**src/rtl/fetch_unit_pkg.sv**
```systemverilog
// Shared fetch-stage types: FSM state encoding, instruction constants and
// the fetch/decode register bundle layout {instr[31:16], pc2[15:0]}.
package fetch_unit_pkg;

    typedef enum logic [2:0] {
        ST_REQ  = 3'd0,
        ST_WAIT = 3'd1,
        ST_HOLD = 3'd2,
        ST_DROP = 3'd3,
        ST_HALT = 3'd4
    } fetch_state_e;

    localparam logic [15:0] RESET_PC_DEF  = 16'h0000;
    localparam logic [15:0] NOP_INSTR_DEF = 16'h0800;
    localparam logic [4:0]  HALT_OPC_DEF  = 5'b00000;
    localparam logic [15:0] PC_STEP       = 16'd2;

    // Must stay bit-compatible with the 32-bit fetch/decode register.
    typedef struct packed {
        logic [15:0] instr;
        logic [15:0] pc2;
    } fd_bundle_t;

    function automatic logic [4:0] opcode(input logic [15:0] instr);
        return instr[15:11];
    endfunction

endpackage

```
**src/rtl/fetch_unit_if.sv**
```systemverilog
// Instruction-memory read port: request/done handshake plus error flag.
interface fetch_unit_if;
    logic        imem_rd;
    logic [15:0] imem_addr;
    logic [15:0] imem_data;
    logic        imem_done;
    logic        imem_err;

    modport master (output imem_rd, imem_addr, input imem_data, imem_done, imem_err);
    modport slave  (input imem_rd, imem_addr, output imem_data, imem_done, imem_err);
endinterface

```
**src/rtl/fetch_unit_buf.sv**
```systemverilog
// Fetch output buffer {valid, instr, pc2}. Kill masks the current output and
// clears the entry; an entry neither loaded nor held turns into a bubble.
module fetch_buf
    import fetch_unit_pkg::*;
#(
    parameter logic [15:0] NOP_INSTR = NOP_INSTR_DEF
) (
    input  logic        clk,
    input  logic        rst,
    input  logic        load_i,
    input  logic        hold_i,
    input  logic        kill_i,
    input  fd_bundle_t  data_i,
    output logic        valid_o,
    output logic [15:0] instr_o,
    output logic [15:0] pc2_o
);
    logic       valid_q, valid_d;
    fd_bundle_t bndl_q, bndl_d;

    always_comb begin
        valid_d = valid_q;
        bndl_d  = bndl_q;
        if (kill_i || !(load_i || hold_i)) begin
            valid_d      = 1'b0;
            bndl_d.instr = NOP_INSTR;
        end else if (load_i) begin
            valid_d = 1'b1;
            bndl_d  = data_i;
        end
    end

    always_ff @(posedge clk) begin
        if (rst) begin
            valid_q <= 1'b0;
            bndl_q  <= '{instr: NOP_INSTR, pc2: 16'h0000};
        end else begin
            valid_q <= valid_d;
            bndl_q  <= bndl_d;
        end
    end

    assign valid_o = valid_q & ~kill_i;
    assign instr_o = kill_i ? NOP_INSTR : bndl_q.instr;
    assign pc2_o   = bndl_q.pc2;
endmodule

```
**src/rtl/rca_16b.sv**
```systemverilog
// 16-bit ripple-carry adder; carry-out is not needed by its users.
module rca_16b (
    input  logic [15:0] a_i,
    input  logic [15:0] b_i,
    input  logic        cin_i,
    output logic [15:0] sum_o
);
    logic carry;

    always_comb begin
        carry = cin_i;
        sum_o = '0;
        for (int i = 0; i < 16; i++) begin
            sum_o[i] = a_i[i] ^ b_i[i] ^ carry;
            carry    = (a_i[i] & b_i[i]) | (carry & (a_i[i] ^ b_i[i]));
        end
    end
endmodule

```
**src/rtl/fetch_unit.sv**
```systemverilog
// Instruction fetch stage: PC register, multi-cycle imem handshake, stall,
// redirect and HALT handling, sticky fetch error.
module fetch_unit
    import fetch_unit_pkg::*;
#(
    parameter logic [15:0] RESET_PC  = RESET_PC_DEF,
    parameter logic [15:0] NOP_INSTR = NOP_INSTR_DEF,
    parameter logic [4:0]  HALT_OPC  = HALT_OPC_DEF
) (
    input  logic                clk,
    input  logic                rst,
    fetch_unit_if.master        imem,
    input  logic                fd_stall_i,
    input  logic                redir_valid_i,
    input  logic [15:0]         redir_pc_i,
    output logic                fd_valid_o,
    output logic [15:0]         fd_instr_o,
    output logic [15:0]         fd_pc2_o,
    output logic                halted_o,
    output logic                err_o
);
    fetch_state_e state_q, state_d;
    logic [15:0]  pc_q, pc_d;
    logic [15:0]  pend_q, pend_d;
    logic [15:0]  pc_inc;
    logic         err_q, err_d;
    logic         ign_q;
    logic         buf_load, buf_hold, buf_kill;
    fd_bundle_t   buf_in;

    rca_16b u_pc_inc (
        .a_i   (pc_q),
        .b_i   (PC_STEP),
        .cin_i (1'b0),
        .sum_o (pc_inc)
    );

    assign buf_in = '{instr: imem.imem_data, pc2: pc_inc};

    fetch_buf #(.NOP_INSTR(NOP_INSTR)) u_buf (
        .clk     (clk),
        .rst     (rst),
        .load_i  (buf_load),
        .hold_i  (buf_hold),
        .kill_i  (buf_kill),
        .data_i  (buf_in),
        .valid_o (fd_valid_o),
        .instr_o (fd_instr_o),
        .pc2_o   (fd_pc2_o)
    );

    // A redirect in REQ suppresses the read so no orphan done can come back.
    assign imem.imem_rd   = (state_q == ST_REQ) && !redir_valid_i;
    assign imem.imem_addr = pc_q;
    assign halted_o       = (state_q == ST_HALT);
    assign err_o          = err_q;

    always_comb begin
        state_d  = state_q;
        pc_d     = pc_q;
        pend_d   = pend_q;
        buf_load = 1'b0;
        buf_hold = 1'b0;
        buf_kill = 1'b0;
        unique case (state_q)
            ST_REQ: begin
                if (redir_valid_i) begin
                    buf_kill = 1'b1;
                    pc_d     = redir_pc_i;
                end else begin
                    state_d = ST_WAIT;
                end
            end
            ST_WAIT: begin
                if (redir_valid_i) begin
                    if (imem.imem_done) begin
                        pc_d    = redir_pc_i;
                        state_d = ST_REQ;
                    end else begin
                        pend_d  = redir_pc_i;
                        state_d = ST_DROP;
                    end
                end else if (imem.imem_done) begin
                    buf_load = 1'b1;
                    if (opcode(imem.imem_data) == HALT_OPC) begin
                        state_d = ST_HALT;
                    end else if (fd_stall_i) begin
                        state_d = ST_HOLD;
                    end else begin
                        pc_d    = pc_inc;
                        state_d = ST_REQ;
                    end
                end
            end
            ST_HOLD: begin
                if (redir_valid_i) begin
                    buf_kill = 1'b1;
                    pc_d     = redir_pc_i;
                    state_d  = ST_REQ;
                end else if (fd_stall_i) begin
                    buf_hold = 1'b1;
                end else begin
                    pc_d    = pc_inc;
                    state_d = ST_REQ;
                end
            end
            ST_DROP: begin
                if (redir_valid_i) begin
                    if (imem.imem_done) begin
                        pc_d    = redir_pc_i;
                        state_d = ST_REQ;
                    end else begin
                        pend_d = redir_pc_i;
                    end
                end else if (imem.imem_done) begin
                    pc_d    = pend_q;
                    state_d = ST_REQ;
                end
            end
            ST_HALT: begin
                if (redir_valid_i) begin
                    buf_kill = 1'b1;
                    pc_d     = redir_pc_i;
                    state_d  = ST_REQ;
                end else begin
                    buf_hold = fd_stall_i;
                end
            end
            default: state_d = ST_REQ;
        endcase
    end

    // ign_q masks a done left over from a read that reset abandoned.
    always_comb begin
        err_d = err_q | imem.imem_err | (imem.imem_rd & pc_q[0]);
        if (imem.imem_done && !ign_q && (state_q == ST_REQ || state_q == ST_HALT))
            err_d = 1'b1;
    end

    always_ff @(posedge clk) begin
        if (rst) begin
            state_q <= ST_REQ;
            pc_q    <= RESET_PC;
            err_q   <= 1'b0;
            ign_q   <= 1'b1;
        end else begin
            state_q <= state_d;
            pc_q    <= pc_d;
            err_q   <= err_d;
            ign_q   <= 1'b0;
        end
    end

    always_ff @(posedge clk) begin
        pend_q <= pend_d;
    end
endmodule

```
**src/flat_wrapper.sv**
```systemverilog
// flat-port wrapper written by rule: the top's interface ports become plain ports
module fetch_unit_flat import fetch_unit_pkg::*;
#(
    parameter logic [15:0] RESET_PC  = RESET_PC_DEF,
    parameter logic [15:0] NOP_INSTR = NOP_INSTR_DEF,
    parameter logic [4:0]  HALT_OPC  = HALT_OPC_DEF
)
  (clk, rst, fd_stall_i, redir_valid_i, redir_pc_i, fd_valid_o, fd_instr_o, fd_pc2_o, halted_o, err_o, imem_imem_rd, imem_imem_addr, imem_imem_data, imem_imem_done, imem_imem_err);
  fetch_unit_if imem_i ();
  input  logic clk;
  input  logic rst;
  input  logic fd_stall_i;
  input  logic redir_valid_i;
  input  logic [15:0] redir_pc_i;
  output logic fd_valid_o;
  output logic [15:0] fd_instr_o;
  output logic [15:0] fd_pc2_o;
  output logic halted_o;
  output logic err_o;
  output wire logic [$bits(imem_i.imem_rd)-1:0] imem_imem_rd;
  output wire logic [$bits(imem_i.imem_addr)-1:0] imem_imem_addr;
  input wire logic [$bits(imem_i.imem_data)-1:0] imem_imem_data;
  input wire logic [$bits(imem_i.imem_done)-1:0] imem_imem_done;
  input wire logic [$bits(imem_i.imem_err)-1:0] imem_imem_err;
  assign imem_imem_rd = imem_i.imem_rd;
  assign imem_imem_addr = imem_i.imem_addr;
  assign imem_i.imem_data = imem_imem_data;
  assign imem_i.imem_done = imem_imem_done;
  assign imem_i.imem_err = imem_imem_err;
  fetch_unit #(.RESET_PC(RESET_PC), .NOP_INSTR(NOP_INSTR), .HALT_OPC(HALT_OPC)) u_core (.clk(clk), .rst(rst), .imem(imem_i), .fd_stall_i(fd_stall_i), .redir_valid_i(redir_valid_i), .redir_pc_i(redir_pc_i), .fd_valid_o(fd_valid_o), .fd_instr_o(fd_instr_o), .fd_pc2_o(fd_pc2_o), .halted_o(halted_o), .err_o(err_o));
endmodule
```
**config.mk**
```make
export PLATFORM = sky130hd
export DESIGN_NAME = fetch_unit_flat
export DESIGN_NICKNAME = d
export VERILOG_FILES = /design/src/rtl/fetch_unit_pkg.sv /design/src/rtl/fetch_unit_if.sv /design/src/rtl/fetch_unit_buf.sv /design/src/rtl/rca_16b.sv /design/src/rtl/fetch_unit.sv /design/src/flat_wrapper.sv
export SDC_FILE = /design/constraint.sdc
export NUM_CORES = 1
export LEC_CHECK = 0
export ABC_AREA = 0
export CAP_MARGIN = 30
export CORE_ASPECT_RATIO = 1.1
export CORE_UTILIZATION = 51
export DETAILED_ROUTE_END_ITERATION = 7
export HOLD_SLACK_MARGIN = 0.1
export PLACE_DENSITY = 0.87
export SETUP_SLACK_MARGIN = 0.2
export SLEW_MARGIN = 20
export SYNTH_ARGS = -nofsm -noshare
export SYNTH_HDL_FRONTEND = slang
export SYNTH_SLANG_ARGS = --single-unit
```
**constraint.sdc**
```tcl
create_clock -name clk -period 4.6 [get_ports clk]
set_clock_uncertainty 0.2 [all_clocks]
set_input_delay 0.46 -clock clk [delete_from_list [all_inputs] [get_ports clk]]
set_output_delay 0.46 -clock clk [all_outputs]
set_load 0.005 [all_outputs]
```
# Yosys cells after proc, flatten, opt, wreduce, memory -nomap -nowiden
# Cells that the tools add are included.
[totals]
output_inout_bits = 52
input_bits = 38
elab_cells = 108
regBits = 70
[op_classes]
eq_ne = 12
n_reduce_logical = 20
n_mux = 33
bitwise = 35
[op_table]
columns = ["cell", "n"]
rows = [
  ["$mux 16", 10],
  ["$pmux 16 s4", 1],
  ["$mux 3", 8],
  ["$and 1x1->1", 15],
  ["$pmux 3 s5", 1],
  ["$xor 1x1->1", 14],
  ["$ne 3x3->1 const B", 4],
  ["$mux 1", 10],
  ["$reduce_and 5->1", 2],
  ["$eq 3x2->1 const B", 2],
  ["$ne 2x2->1 const B", 3],
  ["$reduce_or 2->1", 3],
  ["$logic_not 5->1", 1],
  ["$mux 2", 2],
  ["$not 1->1", 4],
  ["$reduce_bool 4->1", 1],
  ["$eq 3x1->1 const B", 1],
  ["$eq 3x3->1 const B", 1],
  ["$logic_and 1x1->1", 3],
  ["$logic_not 1->1", 3],
  ["$logic_not 3->1", 1],
  ["$logic_or 1x1->1", 3],
  ["$reduce_and 3->1", 1],
  ["$reduce_or 3->1", 1],
  ["other kinds (4)", 5],
]

# Depth between registers and ports, before layout
# Gate-level depths: netlist (run 1).
[depth]
word_depth = 19
ltp_mapped = 18
depth_no_buf = 18

# Modules after synthesis
# A second synthesis (run 1) with hierarchy kept.
[unflattened]
hier_cells = 465
area_unflattened_um2 = 4511.8
[modules_own_cells]
columns = ["mod", "cells_per_inst", "seq_area_each_um2", "n_inst", "area_each_um2"]
rows = [
  ["fetch_unit", 261, 900.9, 1, 2562.5],
  ["fetch_buf", 183, 660.6, 1, 1606.5],
  ["rca_16b", 21, 0.0, 1, 342.8],
]

# Least setup slack after synthesis (run 1)
# Ideal clock, no wire load.
[synth_timing]
kind = "flip-flop to flip-flop"
startpoint = "register u_core.pc_q[1] (netlist: u_core.imem.imem_addr[1])"
endpoint = "register u_core.pc_q[14] (netlist: u_core.imem.imem_addr[14])"
t_arrival_ns = 3.378
path_stages_with_launch = 18
setup_slack_ns = 0.904
path_buffers = 0
period_less_slack_ns = 3.696
required_time_ns = 4.283
setup_ns = 0.117
cell_sequence = "dfxtp_1 > ha_1 > ha_1 > ha_1 > ha_1 > ha_1 > ha_1 > ha_1 > ha_1 > ha_1 > ha_1 > ha_1 > ha_1 > ha_1 > mux2i_1 > nand2_1 > a21bo_2 > a32o_1"
[synth_via]
elab_chain_len = 18
elab_cells_between_ends = 19
cone_classes = "6 x mux; 13 x bitwise"
[synth_rtl]
columns = ["item", "line", "text"]
rows = [
  ["from (decl)", "fetch_unit.sv:23", "logic [15:0] pc_q, pc_d;"],
  ["from (signal assigned)", "fetch_unit.sv:148", "pc_q <= pc_d;"],
  ["$and 1x1->1 (*) (12 in a row)", "rca_16b.sv:15", "carry = (a_i[i] & b_i[i]) | (carry & (a_i[i] ^ b_i[i]));"],
  ["$xor 1x1->1 (*)", "rca_16b.sv:14", "sum_o[i] = a_i[i] ^ b_i[i] ^ carry;"],
  ["via u_core.pc_inc[14]", "fetch_unit.sv:25", "logic [15:0] pc_inc;"],
  ["$mux 16 (*)", "fetch_unit.sv:87, fetch_unit.sv:100", ""],
  ["$mux 16", "fetch_unit.sv:85", "if (opcode(imem.imem_data) == HALT_OPC) begin"],
  ["$mux 16", "fetch_unit.sv:83", "end else if (imem.imem_done) begin"],
  ["$mux 16", "fetch_unit.sv:75", "if (redir_valid_i) begin"],
  ["$pmux 16 s4 (*)", "fetch_unit.sv:65", "unique case (state_q)"],
]
# Mark *: on every way through the listed nets, which the timed path passes. The rest lies on a longest branch. The select of a mux whose other input is x is not followed.
# A chain may end at the register's enable or synchronous reset.

# Final worst setup path (run 1)
# Same ends and word-level chain as after synthesis.

==> results of run 1 <==
[worst register-to-register path: stages (launching register included)]
cell and delay [ns]:
sky130_fd_sc_hd__dfxtp_1 0.38, sky130_fd_sc_hd__ha_1 0.23, sky130_fd_sc_hd__ha_1 0.19, sky130_fd_sc_hd__ha_1 0.19, sky130_fd_sc_hd__ha_1 0.19, sky130_fd_sc_hd__ha_1 0.20
sky130_fd_sc_hd__ha_1 0.20, sky130_fd_sc_hd__ha_1 0.20, sky130_fd_sc_hd__ha_1 0.19, sky130_fd_sc_hd__ha_1 0.18, sky130_fd_sc_hd__ha_1 0.18, sky130_fd_sc_hd__ha_1 0.18
sky130_fd_sc_hd__ha_1 0.18, sky130_fd_sc_hd__ha_1 0.28, sky130_fd_sc_hd__mux2i_1 0.20, sky130_fd_sc_hd__nand2_1 0.09, sky130_fd_sc_hd__o211ai_1 0.09, sky130_fd_sc_hd__o21ai_0 0.12
sky130_fd_sc_hd__a32o_1 0.27
[flip-flops by register name (all words and copies together) (netlist names)]
| signal | flops |
|---|---|
| u_core.err_o | 1 |
| u_core.ign_q | 1 |
| u_core.imem.imem_addr | 16 |
| u_core.pend_q | 16 |
| u_core.state_q | 3 |
| u_core.u_buf.bndl_q | 16 |
| u_core.u_buf.pc2_o | 16 |
| u_core.u_buf.valid_q | 1 |
[worst max-delay path by stage]
stage,from,end,slack (ns),cells past startpoint
after global placement,u_core.imem.imem_addr[1],u_core.imem.imem_addr[14],0.73,18
after floorplan,u_core.imem.imem_addr[1],u_core.imem.imem_addr[14],0.90,17
after detailed placement,u_core.imem.imem_addr[1],u_core.imem.imem_addr[14],0.62,18
final,u_core.imem.imem_addr[1],u_core.imem.imem_addr[14],0.57,18
after global routing,u_core.imem.imem_addr[1],u_core.imem.imem_addr[14],0.35,18
after CTS,u_core.imem.imem_addr[1],u_core.imem.imem_addr[14],0.54,18
[cell type report]
class | instances | area, um^2 | share of cell area, %
multi-input cells | 334 | 2106 | 42.24
repair buffers | 99 | 973.4 | 19.53
flip-flops and latches | 70 | 1562 | 31.33
clock buffers | 11 | 173.9 | 3.489
well taps | 105 | 131.4 | 2.636
clock inverters | 4 | 23.77 | 0.4769
inverters | 4 | 15.01 | 0.3012
[synthesized netlist by cell type (all sizes together)]
cell type / count
nor2: 15
a311oi: 2
a32o: 14
and2b: 1
o21ai: 33
o2111ai: 1
nand3b: 3
xor2: 1
mux2i: 30
nor4b: 1
or2: 1
xnor2: 3
dfxtp: 54
inv: 3
or4: 1
nor2b: 2
nor3: 2
a21bo: 13
a211oi: 5
o22ai: 1
o311ai: 1
nand2b: 5
o211ai: 13
o221ai: 1
and3: 1
nand2: 108
nand3: 4
clkinv: 1
a21o: 1
and2: 16
ha: 13
a32oi: 1
a21oi: 35
a211o: 1
buf: 39
edfxtp: 16
nor3b: 2
or3: 1
a2111oi: 2
clkbuf: 12
[stage by stage]
| stage | hold WS, ns | worst slack (ns) | instance area [um^2] | std cells |
|---|---|---|---|---|
| after CTS | 0.2533 | 0.5417 | 4962 | 625 |
| final | 0.2513 | 0.5690 | 4985 | 627 |
| after detailed placement | 0.2433 | 0.6246 | 4765 | 610 |
| after global routing | 0.2764 | 0.3495 | 4985 | 627 |
| after global placement | 0.2376 | 0.7311 | 4765 | 610 |
| after floorplan | 0.2284 | 0.9042 | 3985 | 459 |
[metal layers]
layer	vias to the layer above	global-route usage, %	share of wire, %
met2	154	43.32	51
li1	1722	-	-
met5	-	0	0
met4	0	16.94	3.1
met1	1764	31.18	40
met3	29	4.283	6.1
[where the power goes]
group	total [mW]	internal, mW	switching (mW)	leakage, nW
logic	0.278	0.142	0.136	1.16
registers	0.685	0.652	0.0329	0.585
clock network	0.501	0.258	0.243	0.107
[cells by family (layout without fill, tap and decap cells)]
| group | after synthesis | after routing | synth area share (%) |
|---|---|---|---|
| xor+xnor | 4 | 4 | 0.8793 |
| mux | 30 | 30 | 7.535 |
| flops | 70 | 70 | 39.18 |
| simple gates | 163 | 163 | 18.84 |
| compound gates | 124 | 124 | 21.51 |
| fa+ha+maj | 13 | 13 | 4.082 |
| buf+inv | 55 | 118 | 7.975 |
==> metrics.log, run 1 <==
[metrics] status: finished clean
[metrics] slowest cell on the critical path: sky130_fd_sc_hd__dfxtp_1
[metrics] area of the mapped netlist: 0.003985 mm^2
[metrics] total buffers and inverters traversed by the critical path: 0
[metrics] final-layout setup total negative slack: 0 ns
[metrics] commonest non-fill, non-tap cell in the layout: sky130_fd_sc_hd__nand2_1
[metrics] sinks on the clock net: 70
[metrics] Worst Path Max Fanout: 6
[metrics] stage delay of the slowest cell on the critical path: 0.38 ns
[metrics] number of synthesized register bits: 70
[metrics] worst reg2reg startpoint: u_core.imem.imem_addr[1]
[metrics] total number of H-tree levels: 3
[metrics] grt ovf: 0
[metrics] Clock Path Buffers: 2
[metrics] Required @ worst endpoint: 4.65 ns
[metrics] die area: 0.008172 mm^2
[metrics] fraction of layout instances using a drive strength above 1: 9.387%
[metrics] number of search-and-repair iterations in the first detailed-routing pass: 5
[metrics] Layout area overhead: 25.09%
[metrics] final critical-path share of the clock period: 87.63%
[metrics] final weighted congestion of routability-driven global placement: 0.8250
[metrics] number of standard cells after synthesis: 459
[metrics] cell depth of the worst flop-to-flop path: 18
[metrics] total wire length: 10520 um
[metrics] number of antenna violations at the first check in global routing: 0
[metrics] time the worst path needs with I/O delays and setup: 4.031 ns
[metrics] critical path arrival: 4.08 ns
[metrics] crit-path cells: ha_1 -> ha_1 -> ha_1 -> ha_1 -> ha_1 -> ha_1 -> ha_1 -> ha_1 -> ha_1 -> ha_1 -> ha_1 -> ha_1 -> ha_1 -> mux2i_1 -> nand2_1 -> o211ai_1 -> o21ai_0 -> a32o_1
[metrics] leading post-synthesis cells by cell area: sky130_fd_sc_hd__dfxtp_1 27%, sky130_fd_sc_hd__edfxtp_1 12%, sky130_fd_sc_hd__nand2_1 10%
[metrics] antenna fix cells: 0
[metrics] Final Hold Violating Endpoints: 0
[metrics] setup slack of the most critical reg-to-reg path: 0.57 ns
[metrics] worst skew pair latency: 0.35 ns
[metrics] commonest non-fill, non-tap cells in the layout: 108 x sky130_fd_sc_hd__nand2_1, 89 x sky130_fd_sc_hd__clkdlybuf4s50_1, 54 x sky130_fd_sc_hd__dfxtp_1, 35 x sky130_fd_sc_hd__a21oi_1, 32 x sky130_fd_sc_hd__o21ai_0
[metrics] total power divided by cell area: 293.8 mW/mm^2
[metrics] kind of path behind the tightest hold check: register to register
[metrics] total of warnings raised by yosys: 0
[metrics] post-layout total power: 1.464 mW
[metrics] # IOs: 90
[metrics] worst hold path depth: 2
[metrics] number of buffers created by CTS: 9
[metrics] height of the die: 94.71 um
[metrics] measured slew at the worst slew-check pin: 1.024 ns
[metrics] clock slew seen by the registers of the worst setup and hold paths: 0.07 ns
[metrics] fin. max-slew vios: 0
[metrics] first-pass GRT wire length: 16490 um
[metrics] setup repair after global routing missed its margin: false
[metrics] Starting DRT DRC Count: 271
[metrics] count of nets after finishing: 569
[metrics] Die Width: 86.28 um
[metrics] layout filler cell count: 590
[metrics] Slew HR: 31.53%
[metrics] Hold Path Sink: u_core.u_buf.bndl_q[19]
[metrics] vias in the first global route: 3512
[metrics] max-cap violation count: 0
[metrics] Routed wire per std cell: 16.77 um
[metrics] # hold bufs at CTS: 0
[metrics] utilization of the core after routing: 66.33%
[metrics] Initial Util: 53.03%
[metrics] TritonCTS clock tree: yes
[metrics] endpoint of the worst register-to-register path: u_core.imem.imem_addr[14]
[metrics] Avg Inst Size Synth: 8.682 um^2
[metrics] Port-buffer cells: 89
[metrics] Yosys cell types: 49
[metrics] Vias per Instance: 5.852
[metrics] Yosys top cell area share: 27.13%
[metrics] antenna-violating nets left: 0
[metrics] element type at the critical path end: register
[metrics] sequential share of the synthesized area: 39.18%
[metrics] post_cts resized: 0
[metrics] via count: 3669
[metrics] Syn Nets: 510
[metrics] VDD IR max: 0.2283 mV
[metrics] static leakage: 1.851 nW
[metrics] max frequency: 248.1 MHz
[metrics] pin count of the biggest net entering global routing: 33
[metrics] final count of negative-setup-slack endpoints: 0
[metrics] HPWL reported at the end of detailed placement: 6953 um
[metrics] area leader, netlist: sky130_fd_sc_hd__dfxtp_1
[metrics] worst hold start: u_core.u_buf.bndl_q[19]
[metrics] total DRC errors in the routed layout: 0
[metrics] core box area: 0.007515 mm^2
[metrics] kind of critical path: register to register
[metrics] critical path's most frequent cell: sky130_fd_sc_hd__ha_1
[metrics] number of buffers added for setup after CTS: 0
[metrics] nature of the critical path startpoint: register
[metrics] Clock Tree Root: sky130_fd_sc_hd__clkbuf_8
[metrics] Overall Global Routing Usage: 26.06%
[metrics] number of cell rows: 33
[metrics] dominant delay contributor by cell family on the critical path: adder cells
(Power assumes the default switching activity.)
==> run 2: changes to the inputs <==
==> constraint.sdc (replaced) <==
create_clock -name clk -period 4.6 [get_ports clk]
set_clock_uncertainty 0.2 [all_clocks]
set_input_delay 1.15 -clock clk [delete_from_list [all_inputs] [get_ports clk]]
set_output_delay 1.15 -clock clk [all_outputs]
set_load 0.005 [all_outputs]
==> run 2 against run 1 <==
Highest routed layer unchanged. Wire length is 0.33% lower. Flip-flop and latch count stayed put. Die area stayed put. Design area is 0.58% lower. Setup slack worse by 0.17 ns. Hold slack hardly changed. Cell count is 0.16% higher. Maximum frequency is 4.0% lower. Power is 5.4% lower. Sequential power hardly changed. Critical path depth is 14 lower.
==> metrics.log, run 2 (synthesis results as in run 1) <==
[metrics] number of buffers added for setup after CTS: 0
[metrics] Clock Path Buffers: 2
[metrics] setup slack of the most critical reg-to-reg path: 0.55 ns
[metrics] Clock Tree Root: sky130_fd_sc_hd__clkbuf_8
[metrics] final count of negative-setup-slack endpoints: 0
[metrics] core box area: 0.007515 mm^2
[metrics] Worst Path Max Fanout: 17
[metrics] total wire length: 10480 um
[metrics] vias in the first global route: 3435
[metrics] highest metal layer with signal wires: met4
[metrics] antenna fix cells: 0
[metrics] VDD IR max: 0.2417 mV
[metrics] sinks on the clock net: 70
[metrics] fin. max-slew vios: 0
[metrics] HPWL reported at the end of detailed placement: 7046 um
[metrics] number of antenna violations at the first check in global routing: 0
[metrics] setup repair after global routing missed its margin: false
[metrics] # hold bufs at CTS: 0
[metrics] height of the die: 94.71 um
[metrics] first-pass GRT wire length: 16480 um
[metrics] area of all placed cells without fillers: 0.004956 mm^2
[metrics] final weighted congestion of routability-driven global placement: 0.8297
[metrics] via count: 3680
[metrics] met3 wirelength from detailed routing: 626 um
[metrics] number of buffers created by CTS: 9
[metrics] Initial Util: 53.03%
[metrics] DR WL met2: 5219 um
[metrics] max-cap violation count: 0
[metrics] number of search-and-repair iterations in the first detailed-routing pass: 7
[metrics] Final Hold Violating Endpoints: 0
[metrics] status: finished clean
[metrics] Layout area overhead: 24.36%
[metrics] utilization of the core after routing: 65.95%
[metrics] Slew HR: 35.35%
[metrics] commonest non-fill, non-tap cell in the layout: sky130_fd_sc_hd__nand2_1
[metrics] Vias per Instance: 5.860
[metrics] Routed wire per std cell: 16.69 um
[metrics] pin count of the biggest net entering global routing: 39
[metrics] grt ovf: 0
[metrics] post-layout instance count excluding filler cells: 628
[metrics] Starting DRT DRC Count: 356
[metrics] worst skew pair latency: 0.34 ns
[metrics] TritonCTS clock tree: yes
[metrics] die area: 0.008172 mm^2
[metrics] final-layout setup total negative slack: 0 ns
[metrics] detailed-route wire length on metal 1: 4246 um
[metrics] total DRC errors in the routed layout: 0
[metrics] Required @ worst endpoint: 3.25 ns
[metrics] number of cell rows: 33
[metrics] # IOs: 90
[metrics] final critical-path share of the clock period: 91.26%
[metrics] Overall Global Routing Usage: 26.06%
[metrics] total number of H-tree levels: 3
[metrics] count of nets after finishing: 569
[metrics] kind of path behind the tightest hold check: register to register
[metrics] commonest non-fill, non-tap cells in the layout: 108 x sky130_fd_sc_hd__nand2_1, 89 x sky130_fd_sc_hd__clkdlybuf4s50_1, 54 x sky130_fd_sc_hd__dfxtp_1, 35 x sky130_fd_sc_hd__a21oi_1, 32 x sky130_fd_sc_hd__o21ai_0
[metrics] Placed Instance Area: 0.004765 mm^2
[metrics] time the worst path needs with I/O delays and setup: 4.198 ns
[metrics] critical path arrival: 2.85 ns
[metrics] measured slew at the worst slew-check pin: 0.9633 ns
[metrics] nature of the critical path startpoint: primary input
[metrics] total power divided by cell area: 279.6 mW/mm^2
[metrics] Fin Hold WS: 0.2516 ns
[metrics] post_cts resized: 0
[metrics] Die Width: 86.28 um
[metrics] antenna-violating nets left: 0
[metrics] Placed Instances: 610
[metrics] fraction of layout instances using a drive strength above 1: 9.751%
[metrics] max frequency: 238.2 MHz
[metrics] Port-buffer cells: 89
[metrics] clock slew seen by the registers of the worst setup and hold paths: 0.07 ns
[metrics] static leakage: 1.839 nW
[metrics] kind of critical path: primary input to output port
[metrics] element type at the critical path end: output port
==> run 2: cell count changes in the layout (fill, tap and decap cells not counted), sizes merged <==
cell | before | now
clkbuf | 11 | 9
inv | 6 | 4
clkinv | 2 | 7
==> run 2: cell type report <==
cell class                      count  area [um^2]
Tap cell                          105        131.4
Sequential cell                    70         1562
Multi-Input combinational cell    334         2111
Clock buffer                        9        123.9
Inverter                            4        15.01
Clock inverter                      7        40.04
Timing Repair Buffer               99        973.4
Fill cell                         611         2559
==> run 2: critical path, cell delays in order <==
cell and delay (ns):
sky130_fd_sc_hd__clkdlybuf4s50_1 0.66, sky130_fd_sc_hd__nand3_2 0.31, sky130_fd_sc_hd__and2_1 0.26, sky130_fd_sc_hd__clkdlybuf4s50_1 0.45
==> run 2: worst paths after layout <==
path	from	end	cells after the start
setup / recovery	redir_valid_i	fd_instr_o[15]	4
hold / removal	u_core.u_buf.bndl_q[16]	u_core.u_buf.bndl_q[16]	2
setup reg to reg	u_core.imem.imem_addr[1]	u_core.imem.imem_addr[14]	18
hold reg to reg	u_core.u_buf.bndl_q[16]	u_core.u_buf.bndl_q[16]	2
==> run 2: power by group <==
part / leakage [nW] / switching (mW) / internal (mW)
Combinational: 1.16 / 0.136 / 0.141
Sequential: 0.585 / 0.0332 / 0.652
Clock: 0.0928 / 0.231 / 0.192
==> run 2: stage by stage <==
step | setup slack [ns] | power (mW)
2_1_floorplan | 0.9042 | 0.8528
3_3_place_gp | 0.3560 | 0.9568
3_5_place_dp | 0.2422 | 0.9677
4_1_cts | 0.2425 | 1.385
5_1_grt | 0.3388 | 1.441
6_report | 0.4019 | 1.385
==> run 2: layer usage <==
| layer | vias to the layer above | GRT usage, % |
|---|---|---|
| li1 | 1731 | - |
| met1 | 1727 | 32.57 |
| met2 | 188 | 43.39 |
| met3 | 34 | 3.584 |
| met4 | 0 | 14.44 |
| met5 | - | 0 |
